<file path="src/rtl/vidas_ctrl.sv">
// Player-lives sequencer: IDLE/PLAY/COOLDOWN/OVER FSM with a frame-synchronous lives display; VIDAS_BLINK_EN adds cooldown icon blinking.
// Latency: state/flags update on the event edge; vidas updates on the next frame_tick edge.
// Backpressure: none, all inputs are single-cycle pulses consumed or ignored on the cycle they arrive.
module vidas_ctrl #(
  parameter int MAX_VIDAS       = 7,
  parameter int INIT_VIDAS      = 3,
  parameter int COOLDOWN_FRAMES = 60,
  parameter int BLINK_FRAMES    = 8
) (
  input  logic       clk,
  input  logic       rst_n,
  input  logic       start,
  input  logic       hit,
  input  logic       bonus,
  input  logic       frame_tick,
  output logic [2:0] vidas,
  output logic       invuln,
  output logic       game_over,
  output logic [1:0] state
);

  localparam int CW = $clog2(COOLDOWN_FRAMES + 1);

  typedef enum logic [1:0] {
    IDLE     = 2'b00,
    PLAY     = 2'b01,
    COOLDOWN = 2'b10,
    OVER     = 2'b11
  } state_t;

  state_t        state_q, state_nxt;
  logic [2:0]    lives_reg, lives_nxt;
  logic [CW-1:0] cd_cnt, cd_nxt;
  logic [2:0]    vidas_nxt;
  logic          invuln_nxt, game_over_nxt;
  logic          blink_hide;

  function automatic logic [2:0] sat_inc(input logic [2:0] v);
    return (v >= 3'(MAX_VIDAS)) ? v : v + 3'd1;
  endfunction

  // State and registered outputs
  always_ff @(posedge clk or negedge rst_n) begin
    if (!rst_n) begin
      state_q   <= IDLE;
      lives_reg <= 3'(INIT_VIDAS);
      cd_cnt    <= '0;
      vidas     <= 3'd0;
      invuln    <= 1'b0;
      game_over <= 1'b0;
    end else begin
      state_q   <= state_nxt;
      lives_reg <= lives_nxt;
      cd_cnt    <= cd_nxt;
      vidas     <= vidas_nxt;
      invuln    <= invuln_nxt;
      game_over <= game_over_nxt;
    end
  end

  // Next state, lives and cooldown counter
  always_comb begin
    state_nxt = state_q;
    lives_nxt = lives_reg;
    cd_nxt    = cd_cnt;
    case (state_q)
      IDLE: begin
        if (start) begin
          state_nxt = PLAY;
          lives_nxt = 3'(INIT_VIDAS);
        end
      end
      PLAY: begin
        // hit has priority; a simultaneous bonus is dropped
        if (hit) begin
          if (lives_reg <= 3'd1) begin
            lives_nxt = 3'd0;
            state_nxt = OVER;
          end else begin
            lives_nxt = lives_reg - 3'd1;
            state_nxt = COOLDOWN;
            cd_nxt    = CW'(COOLDOWN_FRAMES);
          end
        end else if (bonus) begin
          lives_nxt = sat_inc(lives_reg);
        end
      end
      COOLDOWN: begin
        if (bonus) lives_nxt = sat_inc(lives_reg);
        if (frame_tick && (cd_cnt != '0)) begin
          cd_nxt = cd_cnt - CW'(1);
          if (cd_cnt == CW'(1)) state_nxt = PLAY;
        end
      end
      OVER: begin
        if (start) begin
          state_nxt = PLAY;
          lives_nxt = 3'(INIT_VIDAS);
        end
      end
      default: state_nxt = IDLE;
    endcase
  end

  // Output next values; vidas samples pre-event lives only on frame_tick
  always_comb begin
    invuln_nxt    = (state_nxt == COOLDOWN);
    game_over_nxt = (state_nxt == OVER);
    vidas_nxt     = vidas;
    if (frame_tick)
      vidas_nxt = ((state_q == IDLE) || blink_hide) ? 3'd0 : lives_reg;
  end

`ifdef VIDAS_BLINK_EN
  localparam int BW = $clog2(BLINK_FRAMES + 1);
  logic [BW-1:0] blink_cnt;
  logic          blink_ph;

  // Phase only runs while staying in COOLDOWN, so entry and exit both clear it
  always_ff @(posedge clk or negedge rst_n) begin
    if (!rst_n) begin
      blink_cnt <= '0;
      blink_ph  <= 1'b0;
    end else if ((state_q == COOLDOWN) && (state_nxt == COOLDOWN)) begin
      if (frame_tick) begin
        if (blink_cnt == BW'(BLINK_FRAMES - 1)) begin
          blink_cnt <= '0;
          blink_ph  <= ~blink_ph;
        end else begin
          blink_cnt <= blink_cnt + BW'(1);
        end
      end
    end else begin
      blink_cnt <= '0;
      blink_ph  <= 1'b0;
    end
  end

  assign blink_hide = (state_q == COOLDOWN) && blink_ph;
`else
  logic unused_blink;
  assign unused_blink = (BLINK_FRAMES > 0);
  assign blink_hide   = 1'b0;
`endif

  assign state = state_q;

endmodule

</file>
<file path="config.mk">
export PLATFORM = sky130hd
export DESIGN_NAME = vidas_ctrl
export DESIGN_NICKNAME = d
export VERILOG_FILES = /design/src/rtl/vidas_ctrl.sv
export SDC_FILE = /design/constraint.sdc
export NUM_CORES = 1
export LEC_CHECK = 0
export BUFFER_PORTS_ARGS = -buffer_cell sky130_fd_sc_hd__buf_4
export CAP_MARGIN = 40
export CORE_ASPECT_RATIO = 0.9
export CORE_MARGIN = 10
export CORE_UTILIZATION = 60
export CTS_CLUSTER_SIZE = 40
export DETAILED_ROUTE_END_ITERATION = 7
export GPL_TIMING_DRIVEN = 0
export PLACE_DENSITY = 0.92
export SLEW_MARGIN = 20
export SYNTH_ARGS = -nofsm -noshare
export SYNTH_HDL_FRONTEND = slang
export SYNTH_SLANG_ARGS = --single-unit
</file>
<file path="constraint.sdc">
create_clock -name clk -period 5.1 [get_ports clk]
set_clock_uncertainty 0.1 [all_clocks]
set_input_delay 1.275 -clock clk [delete_from_list [all_inputs] [get_ports clk]]
set_output_delay 1.275 -clock clk [all_outputs]
set_load 0.005 [all_outputs]
</file>
; Yosys cells after proc, flatten, opt, wreduce, memory -nomap -nowiden
; Cells that the tools add are included.
[totals]
regBits = 16
in_bits = 6
output_inout_bits = 7
word_cells = 44
[op_classes]
n_addsub = 3
n_lt_le_gt_ge = 2
eq_ne = 10
n_mux = 17
n_reduce_logical = 6
[ops]
columns = op, n
row1 = 2-to-1 mux 3 bit, 6
row2 = 2-to-1 mux 6 bit, 3
row3 = one-hot mux 6 bit (2 select lines), 1
row4 = one-hot mux 3 bit (3 select lines), 1
row5 = "equality test 2 bit, second input constant", 4
row6 = 2-to-1 mux 2 bit, 4
row7 = "equality test 6 x 1 -> 1 bit, second input constant", 1
row8 = "inequality test 2 bit, second input constant", 3
row9 = one-hot mux 2 bit (3 select lines), 1
row10 = nonzero test 6 bit, 1
row11 = "subtractor 6 x 1 -> 6 bit, second input constant", 1
row12 = AND reduction 4 bit, 1
row13 = "adder 3 x 1 -> 3 bit, second input constant", 1
row14 = "greater-or-equal comparator 3 bit, second input constant", 1
row15 = "less-or-equal comparator 3 x 1 -> 1 bit, second input constant", 1
row16 = "subtractor 3 x 1 -> 3 bit, second input constant", 1
row17 = "equality test 2 x 1 -> 1 bit, second input constant", 1
row18 = logical NOT 2 bit, 1
row19 = "inequality test 2 x 1 -> 1 bit, second input constant", 1
row20 = nonzero test 2 bit, 1
row21 = OR reduction 2 bit, 1
row22 = logical AND 1 bit, 1
row23 = 2-to-1 mux 1 bit, 1

; Logic depth before layout (Yosys ltp)
; Gate-level depths: netlist of run 1.
[logic_depth]
ltp_word = 5
mapped_depth = 8
mapped_depth_nobuf = 7

; Worst setup path before layout of run 1
; No wires, ideal clock.
[synth_timing]
path_kind = in2reg
from = in hit
to = reg cd_cnt[3]
setup_time_ps = 118
arrival_time_ps = 2183
required_time_ps = 4882
setup_slack_ps = 2699
path_stages = 6
n_path_buf = 1
cell_sequence = and2_1 o21ai_1 a22oi_1 buf_6 a21o_1 a21o_1
[synth_via]
elab_chain_len = 2
[synth_rtl]
columns = item, line
row1 = start: declaration, 13  ; input logic hit,
row2 = inequality test 2 bit (no line), --
row3 = AND reduction 4 bit (no line), --
row4 = end signal: assignment, 54  ; cd_cnt <= cd_nxt;
row5 = end: declaration, 33  ; logic [CW-1:0] cd_cnt, cd_nxt;
; No other way between the ends.
; A chain may end at the register's enable or synchronous reset.

; Worst setup path after layout of run 1
[layout_timing]
from = in hit
to = reg cd_cnt[4]
; The elaborated chain is that of the path after synthesis.

==> results.py, run 1 <==
metrics = {
    "run_status": {
        "status": "finished clean",
    },
    "route": {
        "post-route-drc-count": 0,
        "drt-total-wl_um": 2080,
        "drtIter0Drc": 10,
        "vias": 841,
        "viasPerCell": 5.64,
        "dr.pass1.iters": 5,
        "avgRoutedWirePerCell_um": 14.0,
        "ant_nets": 0,
    },
    "finish": {
        "layout_commonest_cell": "dfrtp_1",
        "stdcell_count": 149,
        "synthToLayoutAreaGrowth_pct": 14.6,
        "multi_input_gate_area_in_the_final_layout_um2": 546,
        "filler_cell_count": 133,
        "largest_register_ffs": 6,
        "num-nets-final": 142,
        "diodes": 0,
        "post_route_cells_drive_above_1_share_pct": 19.2,
        "layout.cells.most_common_list": "dfrtp_1, inv_1, buf_4",
        "area.sequential_um2": 403,
    },
    "yosys": {
        "syn-mean-instance-area_um2": 9.25,
        "ys.warnings.count": 0,
        "synth_simple_gate_area_share_pct": 19.2,
        "synth-async-reset-ratio_pct": 100,
        "yosys.area_share.xor_xnor_pct": 0,
        "synth_area_um2": 1020,
        "post_synth_num_cell_types": 39,
        "largest_family_of_logic_cells_by_synthesized_area": "compound AO/OA/AOI/OAI gates",
        "synth_edf_count": 0,
        "synth-seq-area-share_pct": 39.6,
        "synth-seq-cells": 16,
        "synth.area.mux_share_pct": 0.984,
        "synth_fa_ha_area_share_pct": 12.3,
        "synth_fp_nets": 126,
        "synthesized_netlist_cell_count": 110,
        "synth_top_flop_cell": "dfrtp_1",
        "post_synthesis_compound_gate_area_fraction_pct": 21.2,
    },
    "placement": {
        "dpl.cell_count": 145,
        "number_of_buffers_inserted_by_port_buffering": 11,
        "routabilityCongestion": 0.845,
        "dpl.hpwl_um": 1630,
    },
    "worst_setup_path": {
        "worstSetupEndpointType": "register",
        "critPathMaxStageDelay_ps": 310,
        "cell_at_the_slowest_stage_of_the_critical_path": "a22oi_1",
        "critical_path_peak_fanout": 10,
        "worst-path-stages": 7,
        "worstPathRequired_ps": 5150,
        "sort_of_element_at_the_start_of_the_critical_path": "input port",
        "worst-r2r-cell-count": 8,
        "critPathTopFamily": "compound AO/OA/AOI/OAI gates",
        "timing.critical_path.cells": "buf_4 > and2_1 > o21ai_1 > a22oi_1 > buf_6 > mux2i_1 > a31oi_1",
        "worst-path-buf-inv": 2,
        "crit_type": "in2reg",
        "worstPathArrival_ps": 2480,
        "worst-r2r-setup-slack_ps": 2830,
    },
    "clock_network": {
        "cts-root-buf": "clkbuf_4",
        "postCtsSetupBuffers": 0,
        "clkSinkCount": 16,
        "tritoncts.num_buffers": 3,
        "maximum_count_of_clock_buffers_along_a_single_path": 2,
        "holdBufCountCts": 0,
        "reg_clk_slew_reported_paths_ps": 90,
        "post_cts_resized": 0,
        "htree_num_levels": 1,
        "cts_tree": "built",
        "clock_insertion_delay_worst_skew_ps": 290,
    },
    "sta": {
        "timing_max_transition_violations_final": 0,
        "maxSlewHeadroom_pct": 70.5,
        "finalSetupViolCount": 0,
        "min_period_ps": 2420,
        "finalSetupTns_ps": 0,
        "holdWs_ps": 444,
        "worstMarginPinSlew_ps": 439,
        "finalHoldViolCount": 0,
        "final_min_period_over_clock_period_pct": 47.5,
        "grt_setup_unrepaired": "false",
        "fmax_ghz": 0.413,
    },
    "global_routing": {
        "grt_max_degree": 17,
        "grtUsageMet2_pct": 20.2,
        "via_count_of_the_first_global_routing_pass": 854,
        "grt_util_met3_pct": 5.67,
        "top_usage_layer": "met2",
        "grt_util_all_layers_pct": 11.4,
        "initial_antenna_violation_count": 0,
        "grt-ovfl-total": 0,
        "grt_util_met1_pct": 11.3,
        "first_pass_grt_wire_length_um": 3500,
    },
    "power_and_ir_drop": {
        "clkPwrFrac_pct": 12.3,
        "netSwitchingFraction_pct": 41.3,
        "power.static_leakage_uw": 0.000548,
        "power.combinational.fraction_pct": 52.8,
        "max-vdd-ir-drop_uv": 373,
        "power_report.internal_total_uw": 400,
        "p_switching_uw": 281,
        "seq_power_share_pct": 34.9,
        "powerDensity_nw_per_um2": 584,
    },
    "floorplanning": {
        "die_height_um": 59.1,
        "initial_utilization_pct": 61.8,
        "rows": 14,
        "area_of_the_core_region_um2": 1650,
        "fp.dieArea_um2": 3740,
        "num_io_pins": 13,
        "floorplan_die_width_um": 63.4,
    },
    "hold_path": {
        "hp-class": "reg2reg",
        "hold-path-cell-count": 2,
    },
    "job": {
        "timing.max_cap.violations": 0,
    },
}
==> cells in the mapped netlist, types with 2 or more instances <==
library cell	instances	area share (%)
dfrtp_1	14	34
and2_1	2	1.2
nand2b_1	2	1.2
dfstp_2	2	5.2
nor2_1	10	3.7
a21oi_1	4	2.0
o32a_1	2	2.0
inv_1	13	4.8
a22oi_1	2	1.5
ha_1	10	12
nor2b_1	3	1.8
o32ai_1	2	1.7
o21ai_0	5	2.5
nand2_1	7	2.6
o22ai_1	3	1.8
nand3_1	3	1.5
a21o_1	4	3.0
==> worst paths after layout <==
check                                          from                  endpoint
setup / recovery                                hit     cd_cnt[4]$_DFFE_PN0P_
hold / removal                 vidas[0]$_DFFE_PN0P_      vidas[0]$_DFFE_PN0P_
setup reg to reg           lives_reg[1]$_DFFE_PN1P_     cd_cnt[4]$_DFFE_PN0P_
hold reg to reg                vidas[0]$_DFFE_PN0P_      vidas[0]$_DFFE_PN0P_
max in group asynchronous                     rst_n  lives_reg[0]$_DFFE_PN1P_
min in group asynchronous                     rst_n     cd_cnt[2]$_DFFE_PN0P_
==> power groups by stage <==
stage          Combinational (uW)  Sequential (uW)  Clock (uW)
2_1_floorplan                 259              230           0
3_3_place_gp                  340              236           0
3_5_place_dp                  358              240           0
4_1_cts                       361              238        85.9
5_1_grt                       405              246        91.5
6_report                      360              237        83.8
==> metrics by stage <==
stage | power [uW] | utilization, % | setup slack, ps | area (um^2)
floorplan | 489 | - | 2700 | 1020
global placement | 576 | 68.6 | 2450 | 1130
detailed placement | 598 | 68.6 | 2390 | 1130
CTS | 685 | 70.8 | 2710 | 1170
global route | 742 | 70.8 | 2580 | 1170
finish | 681 | 70.8 | 2680 | 1170
==> worst register-to-register path, stage by stage (launching register included) <==
cell and delay, ps:
dfstp_2 590, inv_1 90, ha_1 180, o21ba_2 240
o21ai_1 150, a22oi_1 310, buf_6 190, mux2i_1 220
a31oi_1 60
==> final cells by class <==
class	count	area share, %
Buffer	3	1.72
Clock buffer	4	3.11
Inverter	13	4.18
Multi-Input combinational cell	78	46.8
Sequential cell	16	34.5
Tap cell	24	2.58
Timing Repair Buffer	11	7.08
==> logic make-up (layout without fill, tap and decap cells) <==
| kind of cell | after synthesis | after routing |
|---|---|---|
| and+or+nand+nor | 36 | 36 |
| DFF | 16 | 16 |
| adders and majority gates | 10 | 10 |
| buffers and inverters | 16 | 31 |
| AOI/OAI and AO/OA | 31 | 31 |
| muxes | 1 | 1 |
==> per-layer routing <==
| metal | up-vias | wire (um) |
|---|---|---|
| met5 | - | 0 |
| met4 | 0 | 19 |
| met3 | 4 | 158 |
| met2 | 24 | 1020 |
| met1 | 396 | 878 |
| li1 | 417 | - |
(Power assumes the default switching activity.)
==> run 2, diff against run 1 <==
--- a/config.mk
+++ b/config.mk
@@ -9,11 +9,11 @@
 export CAP_MARGIN = 40
 export CORE_ASPECT_RATIO = 0.9
 export CORE_MARGIN = 10
-export CORE_UTILIZATION = 60
+export CORE_UTILIZATION = 56
 export CTS_CLUSTER_SIZE = 40
 export DETAILED_ROUTE_END_ITERATION = 7
 export GPL_TIMING_DRIVEN = 0
-export PLACE_DENSITY = 0.92
+export PLACE_DENSITY = 0.88
 export SLEW_MARGIN = 20
 export SYNTH_ARGS = -nofsm -noshare
 export SYNTH_HDL_FRONTEND = slang
==> constraint.sdc (replaced) <==
create_clock -name clk -period 2.5 [get_ports clk]
set_clock_uncertainty 0.1 [all_clocks]
set_input_delay 0.625 -clock clk [delete_from_list [all_inputs] [get_ports clk]]
set_output_delay 0.625 -clock clk [all_outputs]
set_load 0.005 [all_outputs]
==> run 2 against run 1 <==
  * Clock power rose by 68%
  * Hold slack got worse by 370 ps
  * Total power rose by 97%
  * Count of clock-buffer cells in the layout did not move
  * Combinational power rose by 99%
  * Non-clock buffer count did not move
  * Final area fell by 0.86%
  * Worst setup slack got worse by 2400 ps
  * Critical endpoint unchanged
  * Largest power group unchanged
  * Highest routed layer unchanged
==> results.py, run 2 (synthesis gave the netlist of run 1 again) <==
metrics = {
    "global_routing": {
        "initial_antenna_violation_count": 0,
        "grtUsageMet2_pct": 17.7,
        "via_count_of_the_first_global_routing_pass": 762,
        "grt_util_all_layers_pct": 11.0,
        "grt_util_met1_pct": 11.7,
        "grt_max_degree": 17,
        "top_usage_layer": "met2",
        "grt-ovfl-total": 0,
        "grt_util_met3_pct": 6.08,
        "first_pass_grt_wire_length_um": 3350,
    },
    "placement": {
        "dpl_worst_slack_ps": 315,
        "number_of_buffers_inserted_by_port_buffering": 11,
        "dpl.hpwl_um": 1530,
        "routabilityCongestion": 0.848,
    },
    "power_and_ir_drop": {
        "power_report.internal_total_uw": 785,
        "power.static_leakage_uw": 0.000542,
        "clkPwrFrac_pct": 10.5,
        "finalPower_uw": 1340,
        "powerDensity_nw_per_um2": 1160,
        "max-vdd-ir-drop_uv": 868,
        "netSwitchingFraction_pct": 41.5,
        "p_switching_uw": 558,
        "power.combinational.fraction_pct": 53.3,
        "seq_power_share_pct": 36.2,
    },
    "worst_setup_path": {
        "worst-r2r-setup-slack_ps": 270,
        "critPathTopFamily": "compound AO/OA/AOI/OAI gates",
        "regToRegEndpoint": "cd_cnt[4]$_DFFE_PN0P_",
        "cell_at_the_slowest_stage_of_the_critical_path": "dfstp_2",
        "critPathMaxStageDelay_ps": 590,
        "worst-path-buf-inv": 2,
        "timing.rr.start": "lives_reg[1]$_DFFE_PN1P_",
        "sort_of_element_at_the_start_of_the_critical_path": "register",
        "critical_path_peak_fanout": 10,
        "worstPathArrival_ps": 2290,
        "crit_type": "reg2reg",
        "worstSetupEndpointType": "register",
        "worstPathRequired_ps": 2560,
        "worst-r2r-cell-count": 8,
        "timing.critical_path.cells": "inv_1 > ha_1 > o21ba_2 > o21ai_1 > a22oi_1 > buf_6 > mux2i_1 > a31oi_1",
    },
    "clock_network": {
        "tritoncts.num_buffers": 3,
        "maximum_count_of_clock_buffers_along_a_single_path": 2,
        "postCtsSetupBuffers": 0,
        "cts_tree": "built",
        "holdBufCountCts": 0,
        "clock_insertion_delay_worst_skew_ps": 290,
        "post_cts_resized": 0,
        "reg_clk_slew_reported_paths_ps": 90,
        "htree_num_levels": 1,
        "cts-root-buf": "clkbuf_4",
        "clkSinkCount": 16,
    },
    "route": {
        "drtIter0Drc": 20,
        "drt-total-wl_um": 1990,
        "vias": 829,
        "dr.pass1.iters": 4,
        "avgRoutedWirePerCell_um": 13.4,
        "viasPerCell": 5.56,
        "ant_nets": 0,
        "post-route-drc-count": 0,
    },
    "sta": {
        "setup_slack_ps": 273,
        "fmax_ghz": 0.449,
        "maxSlewHeadroom_pct": 71.0,
        "grt_setup_unrepaired": "false",
        "timing_max_transition_violations_final": 0,
        "min_period_ps": 2230,
        "finalSetupViolCount": 0,
        "final_min_period_over_clock_period_pct": 89.1,
        "worstMarginPinSlew_ps": 432,
        "finalHoldViolCount": 0,
        "finalSetupTns_ps": 0,
    },
    "finish": {
        "area.sequential_um2": 403,
        "post_route_cells_drive_above_1_share_pct": 18.4,
        "layout.cells.most_common_list": "dfrtp_1, inv_1, buf_4",
        "synthToLayoutAreaGrowth_pct": 13.7,
        "layout_commonest_cell": "dfrtp_1",
        "num-nets-final": 142,
        "filler_cell_count": 144,
        "largest_register_ffs": 6,
        "multi_input_gate_area_in_the_final_layout_um2": 546,
        "diodes": 0,
    },
    "floorplanning": {
        "initial_utilization_pct": 59.9,
        "area_of_the_core_region_um2": 1700,
        "die_height_um": 60.4,
        "fp.dieArea_um2": 3920,
        "num_io_pins": 13,
        "rows": 14,
        "floorplan_die_width_um": 64.9,
    },
    "hold_path": {
        "hp-class": "in2async",
    },
    "run_status": {
        "status": "finished clean",
    },
    "job": {
        "timing.max_cap.violations": 0,
    },
}
==> run 2: cell counts in the layout (fill, tap and decap cells not counted) <==
No cell type changed its count.
==> run 2: power by group through the flow <==
stage / combinational [uW] / clock [uW] / sequential (uW)
2_1_floorplan: 527 / 0 / 470
3_3_place_gp: 694 / 0 / 482
3_5_place_dp: 717 / 0 / 487
4_1_cts: 723 / 149 / 484
5_1_grt: 817 / 155 / 503
6_report: 716 / 141 / 486
==> run 2: metrics by stage <==
stage	utilization (%)	hold slack (ps)	instances	area [um^2]
6_report	68.0	74.6	149	1160
5_1_grt	68.0	68.7	149	1160
4_1_cts	68.0	68.3	149	1160
3_3_place_gp	66.5	392	145	1130
2_1_floorplan	-	229	110	1020
3_5_place_dp	66.5	394	145	1130
==> run 2: final cells by class <==
class                      count  share of cell area (%)
timing repair buffer          11                    7.14
buffer                         3                    1.73
sequential                    16                    34.8
inverter                      13                    4.22
tap                           24                    2.60
multi-input combinational     78                    47.2
clock buffer                   4                    2.27
==> run 2: routing by layer <==
| metal | share of wire [%] | wire length (um) |
|---|---|---|
| met2 | 45 | 904 |
| met3 | 8.2 | 163 |
| met1 | 45 | 889 |
| met4 | 1.7 | 34 |
| met5 | 0 | 0 |
==> run 2: how the worst max path moves through the flow <==
stage	slack (ps)	cells past startpoint	startpoint	endpoint
after floorplan	530	8	lives_reg[1]$_DFFE_PN1P_	cd_cnt[5]$_DFFE_PN0P_
after global placement	360	8	lives_reg[1]$_DFFE_PN1P_	cd_cnt[4]$_DFFE_PN0P_
after detailed placement	320	8	lives_reg[1]$_DFFE_PN1P_	cd_cnt[4]$_DFFE_PN0P_
after CTS	300	8	lives_reg[1]$_DFFE_PN1P_	cd_cnt[4]$_DFFE_PN0P_
after global routing	180	7	lives_reg[0]$_DFFE_PN1P_	cd_cnt[5]$_DFFE_PN0P_
final	270	8	lives_reg[1]$_DFFE_PN1P_	cd_cnt[4]$_DFFE_PN0P_
==> run 2: worst reg2reg max path, stage by stage, from the launching register on <==
cell and delay, ps:
dfstp_2 590, inv_1 90, ha_1 180, o21ba_2 240, o21ai_1 150, a22oi_1 320
buf_6 190, mux2i_1 190, a31oi_1 50
==> run 3, diff against run 2 <==
==> constraint.sdc (replaced) <==
create_clock -name clk -period 2.5 [get_ports clk]
set_clock_uncertainty 0.1 [all_clocks]
set_input_delay 0.125 -clock clk [delete_from_list [all_inputs] [get_ports clk]]
set_output_delay 0.125 -clock clk [all_outputs]
set_load 0.005 [all_outputs]
==> run 3 against run 2 <==
  * Via count rose by 0.12%
  * Critical path depth did not move
  * Core utilization rose by 0.59 points
  * Count of clock-buffer cells in the layout did not move
  * Routed wire length rose by 0.45%
  * Hold slack got worse by 35 ps
  * Die area did not move
  * Combinational power barely moved
  * Worst setup slack improved by 0.54 ps
  * Sequential power barely moved
  * Cell count rose by 0.67%
  * Critical path type unchanged
  * Largest cell class unchanged
  * Highest routed layer unchanged
==> results.py, run 3 (synthesis gave the netlist of run 1 again) <==
metrics = {
    "floorplanning": {
        "area_of_the_core_region_um2": 1700,
        "die_height_um": 60.4,
        "fp.dieArea_um2": 3920,
        "initial_utilization_pct": 59.9,
        "rows": 14,
        "floorplan_die_width_um": 64.9,
        "num_io_pins": 13,
    },
    "route": {
        "wirelength_met1_um": 903,
        "vias": 830,
        "viasPerCell": 5.53,
        "post-route-drc-count": 0,
        "dr.pass1.iters": 4,
        "avgRoutedWirePerCell_um": 13.3,
        "ant_nets": 0,
        "met2WireLength_um": 905,
        "met3RoutedLength_um": 157,
        "drt-total-wl_um": 2000,
        "drtIter0Drc": 20,
        "highest-signal-layer": "met4",
    },
    "clock_network": {
        "reg_clk_slew_reported_paths_ps": 90,
        "holdBufCountCts": 1,
        "maximum_count_of_clock_buffers_along_a_single_path": 2,
        "htree_num_levels": 1,
        "cts_tree": "built",
        "clock_insertion_delay_worst_skew_ps": 290,
        "post_cts_resized": 0,
        "clkSinkCount": 16,
        "tritoncts.num_buffers": 3,
        "cts-root-buf": "clkbuf_4",
        "postCtsSetupBuffers": 0,
    },
    "job": {
        "timing.max_cap.violations": 0,
    },
    "global_routing": {
        "grt_util_all_layers_pct": 11.0,
        "initial_antenna_violation_count": 0,
        "grt_max_degree": 17,
        "via_count_of_the_first_global_routing_pass": 762,
        "first_pass_grt_wire_length_um": 3350,
        "grt-ovfl-total": 0,
    },
    "worst_setup_path": {
        "sort_of_element_at_the_start_of_the_critical_path": "register",
        "timing.rr.start": "lives_reg[1]$_DFFE_PN1P_",
        "worstSetupEndpointType": "register",
        "worst-r2r-cell-count": 8,
        "worstPathRequired_ps": 2560,
        "regToRegEndpoint": "cd_cnt[4]$_DFFE_PN0P_",
        "critical_path_peak_fanout": 10,
        "worst-r2r-setup-slack_ps": 270,
        "crit_type": "reg2reg",
        "worstPathArrival_ps": 2280,
    },
    "hold_path": {
        "hp-class": "in2reg",
        "hold_path.startpoint": "frame_tick",
        "hold-path-cell-count": 2,
        "timing.hold.worst_endpoint": "vidas[0]$_DFFE_PN0P_",
    },
    "sta": {
        "timing_max_transition_violations_final": 0,
        "fmax_ghz": 0.449,
        "finalHoldViolCount": 0,
        "min_period_ps": 2230,
        "holdWs_ps": 40.1,
        "finalSetupTns_ps": 0,
        "final_min_period_over_clock_period_pct": 89.0,
        "worstMarginPinSlew_ps": 432,
        "maxSlewHeadroom_pct": 71.0,
        "grt_setup_unrepaired": "false",
        "finalSetupViolCount": 0,
    },
    "placement": {
        "dpl.hpwl_um": 1530,
        "routabilityCongestion": 0.848,
        "dpl.cell_count": 145,
        "placed_area_um2": 1130,
        "number_of_buffers_inserted_by_port_buffering": 11,
    },
    "finish": {
        "largest_register_ffs": 6,
        "layout.cells.most_common_list": "dfrtp_1, inv_1, buf_4",
        "num-nets-final": 143,
        "post_route_cells_drive_above_1_share_pct": 18.3,
        "synthToLayoutAreaGrowth_pct": 14.6,
        "stdcell_area_um2": 1170,
        "diodes": 0,
        "stdcell_count": 150,
        "layout_commonest_cell": "dfrtp_1",
    },
    "run_status": {
        "status": "finished clean",
    },
    "power_and_ir_drop": {
        "max-vdd-ir-drop_uv": 869,
        "power.static_leakage_uw": 0.000546,
        "finalPower_uw": 1340,
        "powerDensity_nw_per_um2": 1150,
    },
}
run 3: stage by stage:
stage | worst slack, ps | util [%]
2_1_floorplan | 528 | -
3_3_place_gp | 365 | 66.5
4_1_cts | 304 | 68.6
5_1_grt | 180 | 68.6
6_report | 274 | 68.6
3_5_place_dp | 315 | 66.5
run 3: worst max-delay path by stage:
stage	startpoint	endpoint	cells past startpoint
final	lives_reg[1]$_DFFE_PN1P_	cd_cnt[4]$_DFFE_PN0P_	8
after global routing	lives_reg[0]$_DFFE_PN1P_	cd_cnt[5]$_DFFE_PN0P_	7
after CTS	lives_reg[1]$_DFFE_PN1P_	cd_cnt[4]$_DFFE_PN0P_	8
after detailed placement	lives_reg[1]$_DFFE_PN1P_	cd_cnt[4]$_DFFE_PN0P_	8
after global placement	lives_reg[1]$_DFFE_PN1P_	cd_cnt[4]$_DFFE_PN0P_	8
after floorplan	lives_reg[1]$_DFFE_PN1P_	cd_cnt[5]$_DFFE_PN0P_	8
run 3: power breakdown:
part	internal (uW)	total, uW	switching [uW]
Sequential	379	487	107
Combinational	345	717	372
Clock	62.1	141	79.3
run 3: critical path, stage by stage, from the launching register on:
cell	delay (ps)
dfstp_2	590
inv_1	90
ha_1	180
o21ba_2	240
o21ai_1	150
a22oi_1	320
buf_6	190
mux2i_1	190
a31oi_1	50
run 3: metal layers:
layer	vias up	GRT usage, %
met1	391	11.7
met4	0	5.49
li1	420	-
met2	15	17.7
met5	-	0
met3	4	6.08
run 3: final cells by class:
type	count	area (um^2)
Multi-Input combinational cell	78	546
Fill cell	143	533
Sequential cell	16	403
Timing Repair Buffer	12	92.6
Inverter	13	48.8
Tap cell	24	30.0
Clock buffer	4	26.3
Buffer	3	20.0
